===== config.mk =====
export PLATFORM = sky130hd
export DESIGN_NAME = burst_req_gen
export DESIGN_NICKNAME = d
export VERILOG_FILES = /design/src/rtl/burst_req_gen_pkg.sv /design/src/rtl/ld_dncnt.sv /design/src/rtl/burst_req_gen.sv
export SDC_FILE = /design/constraint.sdc
export NUM_CORES = 1
export LEC_CHECK = 0
export CAP_MARGIN = 20
export CORE_UTILIZATION = 30
export CTS_BUF_LIST = sky130_fd_sc_hd__clkbuf_4 sky130_fd_sc_hd__clkbuf_8
export DETAILED_ROUTE_END_ITERATION = 16
export GPL_ROUTABILITY_DRIVEN = 0
export PLACE_DENSITY = 0.58
export SLEW_MARGIN = 20
export SYNTH_ARGS = -nofsm -noshare
export SYNTH_HDL_FRONTEND = slang
export SYNTH_HIERARCHICAL = 1
export SYNTH_SLANG_ARGS = --single-unit

===== constraint.sdc =====
create_clock -name clk -period 6.3 [get_ports clk]
set_input_delay 1.26 -clock clk [delete_from_list [all_inputs] [get_ports clk]]
set_output_delay 1.26 -clock clk [all_outputs]
set_load 0.02 [all_outputs]

===== src/rtl/burst_req_gen_pkg.sv =====
// Shared constants for the burst request generator: default widths and FSM encodings.
package burst_req_gen_pkg;
  localparam int DATA_W_DEF = 8;
  localparam int LEN_W_DEF  = 4;
  localparam int GAP_W_DEF  = 4;

  typedef logic [1:0] state_t;
  localparam state_t IDLE  = 2'd0;
  localparam state_t BURST = 2'd1;
  localparam state_t GAP   = 2'd2;
  localparam state_t DONE  = 2'd3;
endpackage


===== src/rtl/ld_dncnt.sv =====
// Loadable down-counter with zero flag; saturates at zero rather than wrapping.
module ld_dncnt #(
  parameter int W = 4
) (
  input  logic         clk,
  input  logic         rst_n,
  input  logic         load,
  input  logic [W-1:0] load_val,
  input  logic         dec,
  output logic [W-1:0] cnt,
  output logic         zero
);
  always_ff @(posedge clk) begin
    if (!rst_n)              cnt <= '0;
    else if (load)           cnt <= load_val;
    else if (dec && !zero)   cnt <= cnt - W'(1);
  end

  assign zero = (cnt == '0);
endmodule


===== src/rtl/burst_req_gen.sv =====
// Burst request generator: issues num_bursts bursts of burst_len beats separated by gap_len idle cycles.
module burst_req_gen
  import burst_req_gen_pkg::*;
#(
  parameter int DATA_W = DATA_W_DEF,
  parameter int LEN_W  = LEN_W_DEF,
  parameter int GAP_W  = GAP_W_DEF
) (
  input  logic              clk,
  input  logic              arst_n,
  input  logic              start_i,
  input  logic [LEN_W-1:0]  burst_len_i,
  input  logic [LEN_W-1:0]  num_bursts_i,
  input  logic [GAP_W-1:0]  gap_len_i,
  output logic              valid_o,
  input  logic              ready_i,
  output logic [DATA_W-1:0] data_o,
  output logic              last_o,
  output logic              busy_o,
  output logic              done_o
);
  state_t             state, nxt;
  logic [LEN_W-1:0]   len_q;
  logic [GAP_W-1:0]   gap_q;
  logic               last_nxt;

  // Counters hold "remaining minus one", so zero marks the final beat/burst/gap cycle
  // and an all-ones config never needs an extra bit.
  logic               beat_ld, beat_dec, beat_zero;
  logic [LEN_W-1:0]   beat_ldv, beat_cnt;
  logic               bst_ld, bst_dec, bst_zero;
  logic [LEN_W-1:0]   bst_cnt;
  logic               gap_ld, gap_dec, gap_zero;
  logic [GAP_W-1:0]   gap_cnt;
  logic               unused_cnt;

  assign unused_cnt = ^{bst_cnt, gap_cnt};

  ld_dncnt #(.W(LEN_W)) u_beat (
    .clk(clk), .rst_n(arst_n), .load(beat_ld), .load_val(beat_ldv),
    .dec(beat_dec), .cnt(beat_cnt), .zero(beat_zero)
  );
  ld_dncnt #(.W(LEN_W)) u_bst (
    .clk(clk), .rst_n(arst_n), .load(bst_ld), .load_val(num_bursts_i - LEN_W'(1)),
    .dec(bst_dec), .cnt(bst_cnt), .zero(bst_zero)
  );
  ld_dncnt #(.W(GAP_W)) u_gap (
    .clk(clk), .rst_n(arst_n), .load(gap_ld), .load_val(gap_q - GAP_W'(1)),
    .dec(gap_dec), .cnt(gap_cnt), .zero(gap_zero)
  );

  always_comb begin
    nxt      = state;
    last_nxt = 1'b0;
    beat_ld  = 1'b0;
    beat_ldv = len_q - LEN_W'(1);
    beat_dec = 1'b0;
    bst_ld   = 1'b0;
    bst_dec  = 1'b0;
    gap_ld   = 1'b0;
    gap_dec  = 1'b0;
    case (state)
      IDLE: if (start_i) begin
        if (burst_len_i == '0 || num_bursts_i == '0) nxt = DONE;
        else begin
          nxt      = BURST;
          beat_ld  = 1'b1;
          beat_ldv = burst_len_i - LEN_W'(1);
          bst_ld   = 1'b1;
          last_nxt = (burst_len_i == LEN_W'(1));
        end
      end
      BURST: begin
        last_nxt = last_o;
        if (ready_i) begin
          if (!beat_zero) begin
            beat_dec = 1'b1;
            last_nxt = (beat_cnt == LEN_W'(1));
          end else begin
            // Final beat of a burst: reload now so the next burst is ready back-to-back.
            beat_ld = 1'b1;
            if (bst_zero) begin
              nxt      = DONE;
              last_nxt = 1'b0;
            end else begin
              bst_dec = 1'b1;
              if (gap_q != '0) begin
                nxt      = GAP;
                gap_ld   = 1'b1;
                last_nxt = 1'b0;
              end else last_nxt = (len_q == LEN_W'(1));
            end
          end
        end
      end
      GAP: begin
        gap_dec = 1'b1;
        if (gap_zero) begin
          nxt      = BURST;
          last_nxt = (len_q == LEN_W'(1));
        end
      end
      default: nxt = IDLE;
    endcase
  end

  always_ff @(posedge clk) begin
    if (!arst_n) begin
      state   <= IDLE;
      len_q   <= '0;
      gap_q   <= '0;
      valid_o <= 1'b0;
      data_o  <= '0;
      last_o  <= 1'b0;
      busy_o  <= 1'b0;
      done_o  <= 1'b0;
    end else begin
      state <= nxt;
      if (state == IDLE && start_i) begin
        len_q  <= burst_len_i;
        gap_q  <= gap_len_i;
        data_o <= '0;
      end else if (valid_o && ready_i) begin
        data_o <= data_o + DATA_W'(1);
      end
      valid_o <= (nxt == BURST);
      last_o  <= last_nxt;
      busy_o  <= (nxt != IDLE);
      done_o  <= (nxt == DONE);
    end
  end
endmodule


==> impl_metrics.tcl, run 1 <==
set metrics [dict create \
    cts_tree "yes" \
    areaGrowthSynthToFinish_pct 20.11 \
    via_per_inst 4.606 \
    cp.arrival_ns 3.43 \
    synth-xor-area-share 0.06209 \
    die_h_um 85.98 \
    synthCells 253 \
    clock-sinks 34 \
    setup-tns-final_ns 0 \
    cts_hold_buf 0 \
    synth_edf_count 0 \
    grtUsageTotal 0.1227 \
    antenna_found_initial 0 \
    overflow 0 \
    path_max_fanout 11 \
    routed-via-count 1741 \
    min_period_ns 3.224 \
    syn-cell-area_um2 2116 \
    grt_util_met2 0.1789 \
    num_io_pins 28 \
    n_antenna_cell 0 \
    synth-simple-area-share 0.2904 \
    cts_buffer_depth 2 \
    endpoint_kind "flip-flop" \
    finalSetupViolations 0 \
    startpoint_type "input port" \
    grt.busiest_layer "met2" \
    drv_cap 0 \
    p_per_area_nw_per_um2 216.6 \
    clkSlewWorstSetupHoldPaths_ns 0.07 \
    dr.pass1.iters 4 \
    fp.coreArea_um2 6794 \
    wire_per_inst_um 11.37 \
    io_buffers 27 \
    postLayoutCellArea_um2 2541 \
    finalCritPeriodShare 0.5118 \
    syn_nets 280 \
    required_ns 6.50 \
    hold_viol_final 0 \
    synth_top_area_cell "dfxtp_1" \
    avgSynthCellArea_um2 8.363 \
    clockRootBuffer "clkbuf_8" \
    timing.hold.ws_ns 0.4884 \
    final_max_slew_viol_count 0 \
    fin_ws_ns 3.076 \
    clkLatencyLatePin_ns 0.29 \
    dieWidth_um 85.98 \
    drc 0 \
    drt_wl_total_um 4298 \
    rsz0062_at_grt "no" \
    dpl_cell_area_um2 2451 \
    fin_skew_ns 0.007793 \
    hp-class "reg -> reg" \
    synthAdderAreaFrac 0.06505 \
    place_ws_ns 2.777 \
    start_util 0.3114 \
    synthDistinctLibCells 42 \
    mostFrequentLayoutCells "dfxtp_1, nand2_1, inv_1, nor2_1, clkdlybuf4s50_1" \
    cts-buffers-inserted 5 \
    hpwl_um 3217 \
    synthArstFlopShare 0 \
    synth_compound_area_frac 0.1478 \
    ys_seq_elements 34 \
    antenna_left 0 \
    drive_gt1_frac 0.1170 \
    grt_pass1_wl_um 7217 \
    multi_input_area_um2 1256 \
    seqCellArea_um2 680.7 \
    dieArea_um2 7393 \
    met1_usage 0.1737 \
    worstMarginPinSlew_ns 0.9381 \
    cts-resized-gates 0 \
    fmax_ghz 0.3101 \
    rows 30 \
    status "complete, no violations" \
    use_met3 0.02984 \
    fill_cells 701 \
    grt_start_max_net_pins 28 \
    hold_path_depth 2 \
    grt_pass1_vias 1562 \
    synth_top_area_frac 0.3217 \
    ys_top_cells_by_area "dfxtp_1, ha_1, nand2_1, inv_1, nor2_1" \
    yosysWarnings 6 \
    final_nets 308 \
    synth_seq_area_share 0.3217 \
    p_leak_nw 0.9567 \
    crit_type "in -> reg" \
    htreeDepth 2 \
    synth-main-ff-cell "dfxtp_1" \
    relSlewSlack 0.3727 \
    rr_worst_depth 10 \
    ir_worst_vdd_mv 0.07370 \
    final_common_cell "dfxtp_1" \
    synth_top_family_by_area "simple AND/OR/NAND/NOR gates" \
    synthMuxAreaShare 0.02839 \
    cts_setup_buffers 0 \
    first_iter_violations 69 \
]
==> cell usage after synthesis (all sizes together), types with 2 or more instances <==
cell type and instances:
dfxtp 34, nand2 31, inv 29, nor2 29, xor2 12, ha 11
nand3 11, o21ai 10, a21boi 9, a21oi 7, nand4 7, or3b 7
a311oi 6, buf 6, mux2i 6, nand4b 4, nor3 4, nor4b 4
and3 3, clkinv 3, o2111ai 3, xnor2 3, and2 2, nor2b 2
==> cell families (layout without fill, tap and decap cells) <==
kind of cell / count (synthesis) / after routing
AND/OR/NAND/NOR: 110 / 110
adder cells (fa/ha/maj): 11 / 11
flip-flops: 34 / 34
XOR/XNOR: 15 / 15
buffers and inverters: 38 / 67
AO/OA/AOI/OAI: 39 / 39
multiplexers: 6 / 6
==> sequential cells by signal, summed over array words and instances (netlist names) <==
register / count
data_o: 8
gap_q: 4
len_q: 4
u_beat/cnt: 4
u_bst/cnt: 4
u_gap/cnt: 4
state: 2
busy_o: 1
done_o: 1
last_o: 1
valid_o: 1
==> where the power goes <==
group,switching [mW],internal [mW],total [mW]
logic,0.0760,0.0632,0.139
registers,0.0171,0.231,0.248
clock network,0.0858,0.0776,0.163
total,0.179,0.371,0.550
==> cell type report <==
cell class | count | area share
multi-input cells | 181 | 0.4943
flip-flops and latches | 34 | 0.2678
repair buffers | 27 | 0.1064
inverters | 32 | 0.04874
well taps | 96 | 0.04727
clock buffers | 5 | 0.02708
clock inverters | 3 | 0.008370
==> critical path, cell delays in order <==
cell	delay (ns)
clkdlybuf4s50_1	0.48
inv_1	0.09
ha_1	0.17
or3b_4	0.40
and3_1	0.28
nand2b_1	0.24
inv_1	0.19
nor2_1	0.09
a311oi_2	0.22
==> path summary, 6_finish.rpt <==
path                                     start       endpoint  slack (ns)
worst max-delay path            burst_len_i[0]  u_beat/cnt[0]        3.08
worst min register to register        len_q[1]       len_q[1]        0.49
worst min-delay path                  len_q[1]       len_q[1]        0.49
worst max register to register   u_beat/cnt[0]   u_gap/cnt[0]        3.86
==> metal layers <==
metal	up-vias	share of wire
met4	0	0.011
met3	5	0.041
met5	-	0
li1	922	-
met2	37	0.41
met1	777	0.54
==> metrics by stage <==
stage	utilization	total power, mW	cells
2_1_floorplan	-	0.3551	253
3_3_place_gp	0.3608	0.3910	370
3_5_place_dp	0.3608	0.3919	370
4_1_cts	0.3740	0.5568	378
5_1_grt	0.3740	0.5854	378
6_report	0.3740	0.5503	378
No activity file was read; power rests on OpenSTA's default activity.
==> run 2: changes to the inputs <==
- PLACE_DENSITY: 0.58 -> 0.59
- clock period: 6.3 -> 2.78 ns (I/O delays scaled with it)
==> run 2 against run 1 <==
Against the previous run:
- clock-buffer cell count stayed put
- die area stayed put
- critical path type unchanged
- highest routed layer unchanged
- utilization is 1.3 points higher
- critical path depth stayed put
- routed wire length is 4.0% higher
==> impl_metrics.tcl, run 2 (synthesis gave the netlist of run 1 again) <==
set metrics [dict create \
    wire_per_inst_um 11.55 \
    worstMarginPinSlew_ns 0.5126 \
    seqPwrFrac 0.419 \
    mostFrequentLayoutCells "dfxtp_1, nand2_1, inv_1, nor2_1, clkdlybuf4s50_1" \
    drc 0 \
    fin_skew_ns 0.004296 \
    finalCritPeriodShare 0.8596 \
    internal_power_mw 0.9402 \
    regMostFlops "data_o" \
    grt_start_max_net_pins 16 \
    crit_family "simple AND/OR/NAND/NOR gates" \
    routed-via-count 1825 \
    critPathBufInv 3 \
    postLayoutCellArea_um2 2628 \
    drive_gt1_frac 0.1443 \
    hold_path_depth 2 \
    final_max_slew_viol_count 0 \
    die_h_um 85.98 \
    n_antenna_cell 0 \
    path_max_fanout 7 \
    crit_path_cell_trace "clkdlybuf4s50_1, inv_1, ha_1, or3b_4, and3_1, nand2b_1, inv_1, nor2_1, a311oi_1" \
    cts-buffers-inserted 5 \
    clockRootBuffer "clkbuf_8" \
    antenna_left 0 \
    final_nets 317 \
    ir_worst_vdd_mv 0.1720 \
    via_per_inst 4.716 \
    finalSetupViolations 0 \
    cts_tree "yes" \
    first_iter_violations 79 \
    p_leak_nw 1.015 \
    grt_pass1_wl_um 7624 \
    status "complete, no violations" \
    fmax_ghz 0.4185 \
    rr_worst_depth 9 \
    fp.coreArea_um2 6794 \
    r2r_start "u_beat/cnt[0]" \
    startpoint_type "input port" \
    start_util 0.3114 \
    clkLatencyLatePin_ns 0.29 \
    cts-resized-gates 0 \
    areaGrowthSynthToFinish_pct 24.19 \
    switching_share 0.2994 \
    dpl_cell_area_um2 2519 \
    relSlewSlack 0.6572 \
    grt_pass1_vias 1709 \
    dr.pass1.iters 4 \
    cpPeakStageDelay_ns 0.42 \
    cts_hold_buf 0 \
    dieArea_um2 7393 \
    comb_power_share 0.245 \
    power_switching_mw 0.4017 \
    grtUsageTotal 0.1298 \
    hpwl_um 3465 \
    antenna_found_initial 0 \
    worstHoldStart "len_q[1]" \
    cp.arrival_ns 2.59 \
    reg2reg_to "u_bst/cnt[3]" \
    p_per_area_nw_per_um2 510.7 \
    final_common_cell "dfxtp_1" \
    path_common_cell "inv_1" \
    clkPwrFrac 0.335 \
    setup-tns-final_ns 0 \
    cts_setup_buffers 0 \
    endpoint_kind "flip-flop" \
    io_buffers 27 \
    hold_viol_final 0 \
    dieWidth_um 85.98 \
    slowest_stage "clkdlybuf4s50_1" \
    final_util 0.3867 \
    hp-class "reg -> reg" \
    holdPathEnd "len_q[1]" \
    min_period_ns 2.390 \
    rsz0062_at_grt "no" \
    drv_cap 0 \
    clkSlewWorstSetupHoldPaths_ns 0.07 \
    num_io_pins 28 \
    reg2reg_slack_ns 0.51 \
    htreeDepth 2 \
    overflow 0 \
    largest_reg_flops 8 \
    clock-sinks 34 \
    cts_buffer_depth 2 \
    required_ns 2.98 \
    drt_wl_total_um 4469 \
    crit_type "in -> reg" \
    rows 30 \
]
-- run 2: worst max-delay path by stage --
stage / from / slack [ns] / endpoint / cells after the start
floorplan: num_bursts_i[0] / 0.63 / u_beat/cnt[0] / 9
global placement: burst_len_i[1] / 0.17 / u_beat/cnt[2] / 9
detailed placement: burst_len_i[1] / 0.1 / u_beat/cnt[2] / 9
CTS: burst_len_i[1] / 0.40 / u_beat/cnt[2] / 9
global route: burst_len_i[1] / 0.25 / u_beat/cnt[2] / 9
finish: num_bursts_i[0] / 0.39 / u_beat/cnt[2] / 9
-- run 2: area by class of cell --
type / count / area [um2]
Multi-Input combinational cell: 181 / 1256
Tap cell: 96 / 120.1
Sequential cell: 34 / 680.7
Clock buffer: 5 / 68.82
Timing Repair Buffer: 36 / 337.8
Fill cell: 724 / 4167
Inverter: 32 / 123.9
Clock inverter: 3 / 40.04
-- run 2: per-stage QoR --
step	total power [mW]	setup slack (ns)	hold slack, ns	std cells
3_3_place_gp	0.9003	0.1717	0.4726	379
4_1_cts	1.360	0.3994	0.4889	387
3_5_place_dp	0.9040	0.09616	0.4796	379
5_1_grt	1.423	0.2543	0.5274	387
6_report	1.342	0.3902	0.4856	387
2_1_floorplan	0.8046	0.6282	0.4566	253
-- run 2: worst reg2reg max path, cell delays in order (launching register included) --
cell and delay (ns):
dfxtp_1 0.35, inv_1 0.09, ha_1 0.21, or3b_4 0.41, clkinv_2 0.11, nand4b_1 0.16
nor2_1 0.25, nor4b_2 0.28, mux2i_1 0.22, a21oi_1 0.08
-- run 2: metal layers --
layer,GRT usage,vias to the layer above,share of wire
met5,0,-,0
met4,0.04091,0,0.013
met3,0.03272,7,0.047
met2,0.2100,37,0.44
met1,0.1688,835,0.50
li1,-,946,-
-- run 2: power groups by stage --
stage          clock, mW  sequential [mW]  combinational, mW
6_report           0.450            0.563              0.329
5_1_grt            0.486            0.568              0.369
4_1_cts            0.465            0.563              0.332
3_5_place_dp           0            0.574              0.330
3_3_place_gp           0            0.573              0.327
2_1_floorplan          0            0.568              0.236
==> patch, RTL diff (settings of run 2) <==
The package constant `LEN_W_DEF` goes from 4 to 8.
--- a/src/rtl/burst_req_gen_pkg.sv
+++ b/src/rtl/burst_req_gen_pkg.sv
@@ -1,7 +1,7 @@
 // Shared constants for the burst request generator: default widths and FSM encodings.
 package burst_req_gen_pkg;
   localparam int DATA_W_DEF = 8;
-  localparam int LEN_W_DEF  = 4;
+  localparam int LEN_W_DEF  = 8;
   localparam int GAP_W_DEF  = 4;
 
   typedef logic [1:0] state_t;
Ports: changed (resized burst_len_i and num_bursts_i); port bits go from 28 to 36. The function was not compared with the original's and may differ.
==> patch against run 2 <==
- critical path depth increased by 2
- final area grew 45%
- global-route usage increased by 2.1 points
- area after synthesis up 43%
- sequential cell count is 12 higher
- core utilization is 0.24 points higher
- worst hold slack got worse by 0.0014 ns
- combinational power up 54%
- synthesized cell count up 42%
- non-clock buffer count up 18
- wire length grew 64%
- total power grew 40%
- sequential power rose by 36%
- worst setup slack lost 0.22 ns
==> patch: results <==
{
  "drt-initial-drc-count": 115,
  "final_cells": 546,
  "synth_mux_area_share_pct": 3.309,
  "grt_start_max_net_pins": 20,
  "vias_per_cell": 4.872,
  "use_met1_pct": 18.84,
  "portBuffers": 35,
  "path_clk_slew_ns": 0.09,
  "synth_xor_area_share_pct": 9.264,
  "nFillCells": 1025,
  "dp_cells": 538,
  "post-place-ws_ns": 0.09215,
  "nNetsFinal": 451,
  "grt_pass1_wl_um": 12320,
  "met2WireLength_um": 3377,
  "relSlewSlack_pct": 43.60,
  "arrival_ns": 2.79,
  "finClkSkew_ns": 0.007656,
  "critical_path.max_stage_delay_ns": 0.47,
  "leakagePower_uw": 0.001457,
  "cp_slowest_cell": "or3b_2",
  "hpwl_um": 5740,
  "syn_avg_cell_area_um2": 8.404,
  "grt_usage_pct": 15.04,
  "grtUsageMet2_pct": 25.59,
  "met3_usage_pct": 3.830,
  "status": "completed",
  "ys_seq_area_share_pct": 30.44,
  "synthAdderAreaFrac_pct": 6.203,
  "synthTopCellsByArea": "dfxtp_1 (30%), ha_1 (6.2%), xor2_1 (5.5%)",
  "routedLengthMet1_um": 3547,
  "grt_pass1_vias": 2623,
  "drive_gt1_share_pct": 12.59,
  "max_clock_freq_mhz": 383.3,
  "wl_per_cell_um": 13.40,
  "ir_drop_uv": 205.2,
  "synth_compound_area_share_pct": 17.08,
  "placedInstanceArea_mm2": 0.003652,
  "synth_common_cells": "dfxtp_1 (46), nand2_1 (43), inv_1 (26), nor2_1 (23), xor2_1 (19)",
  "synth_nets": 399,
  "crit_fanout": 5
}
patch: cell count changes in the layout (fill, tap and decap cells not counted), sizes merged, moves of 8 or more:
cell / change
buf: +10
or4: +9
dfxtp: +12
nor3b: +9
nand2: +13
xnor2: +10
clkdlybuf4s50: +8
patch: final timing paths:
kind                  from  slack [ns]  cells after the start            end
max          u_beat/cnt[1]        0.17                     11  u_beat/cnt[7]
min               gap_q[1]        0.48                      2       gap_q[1]
max reg2reg  u_beat/cnt[1]        0.17                     11  u_beat/cnt[7]
min reg2reg       gap_q[1]        0.48                      2       gap_q[1]
patch: final cells by class:
type	count	area, um^2	area share (%)
Timing Repair Buffer	54	493.0	12.96
Sequential cell	46	920.9	24.21
Inverter	27	102.6	2.697
Multi-Input combinational cell	278	1983	52.14
Clock inverter	3	68.82	1.809
Clock buffer	5	68.82	1.809
Tap cell	133	166.4	4.375
patch: report_power, final:
part | switching, uW | total, uW | internal [uW]
registers | 58.8 | 765 | 706
logic | 263 | 508 | 245
clock network | 241 | 601 | 360
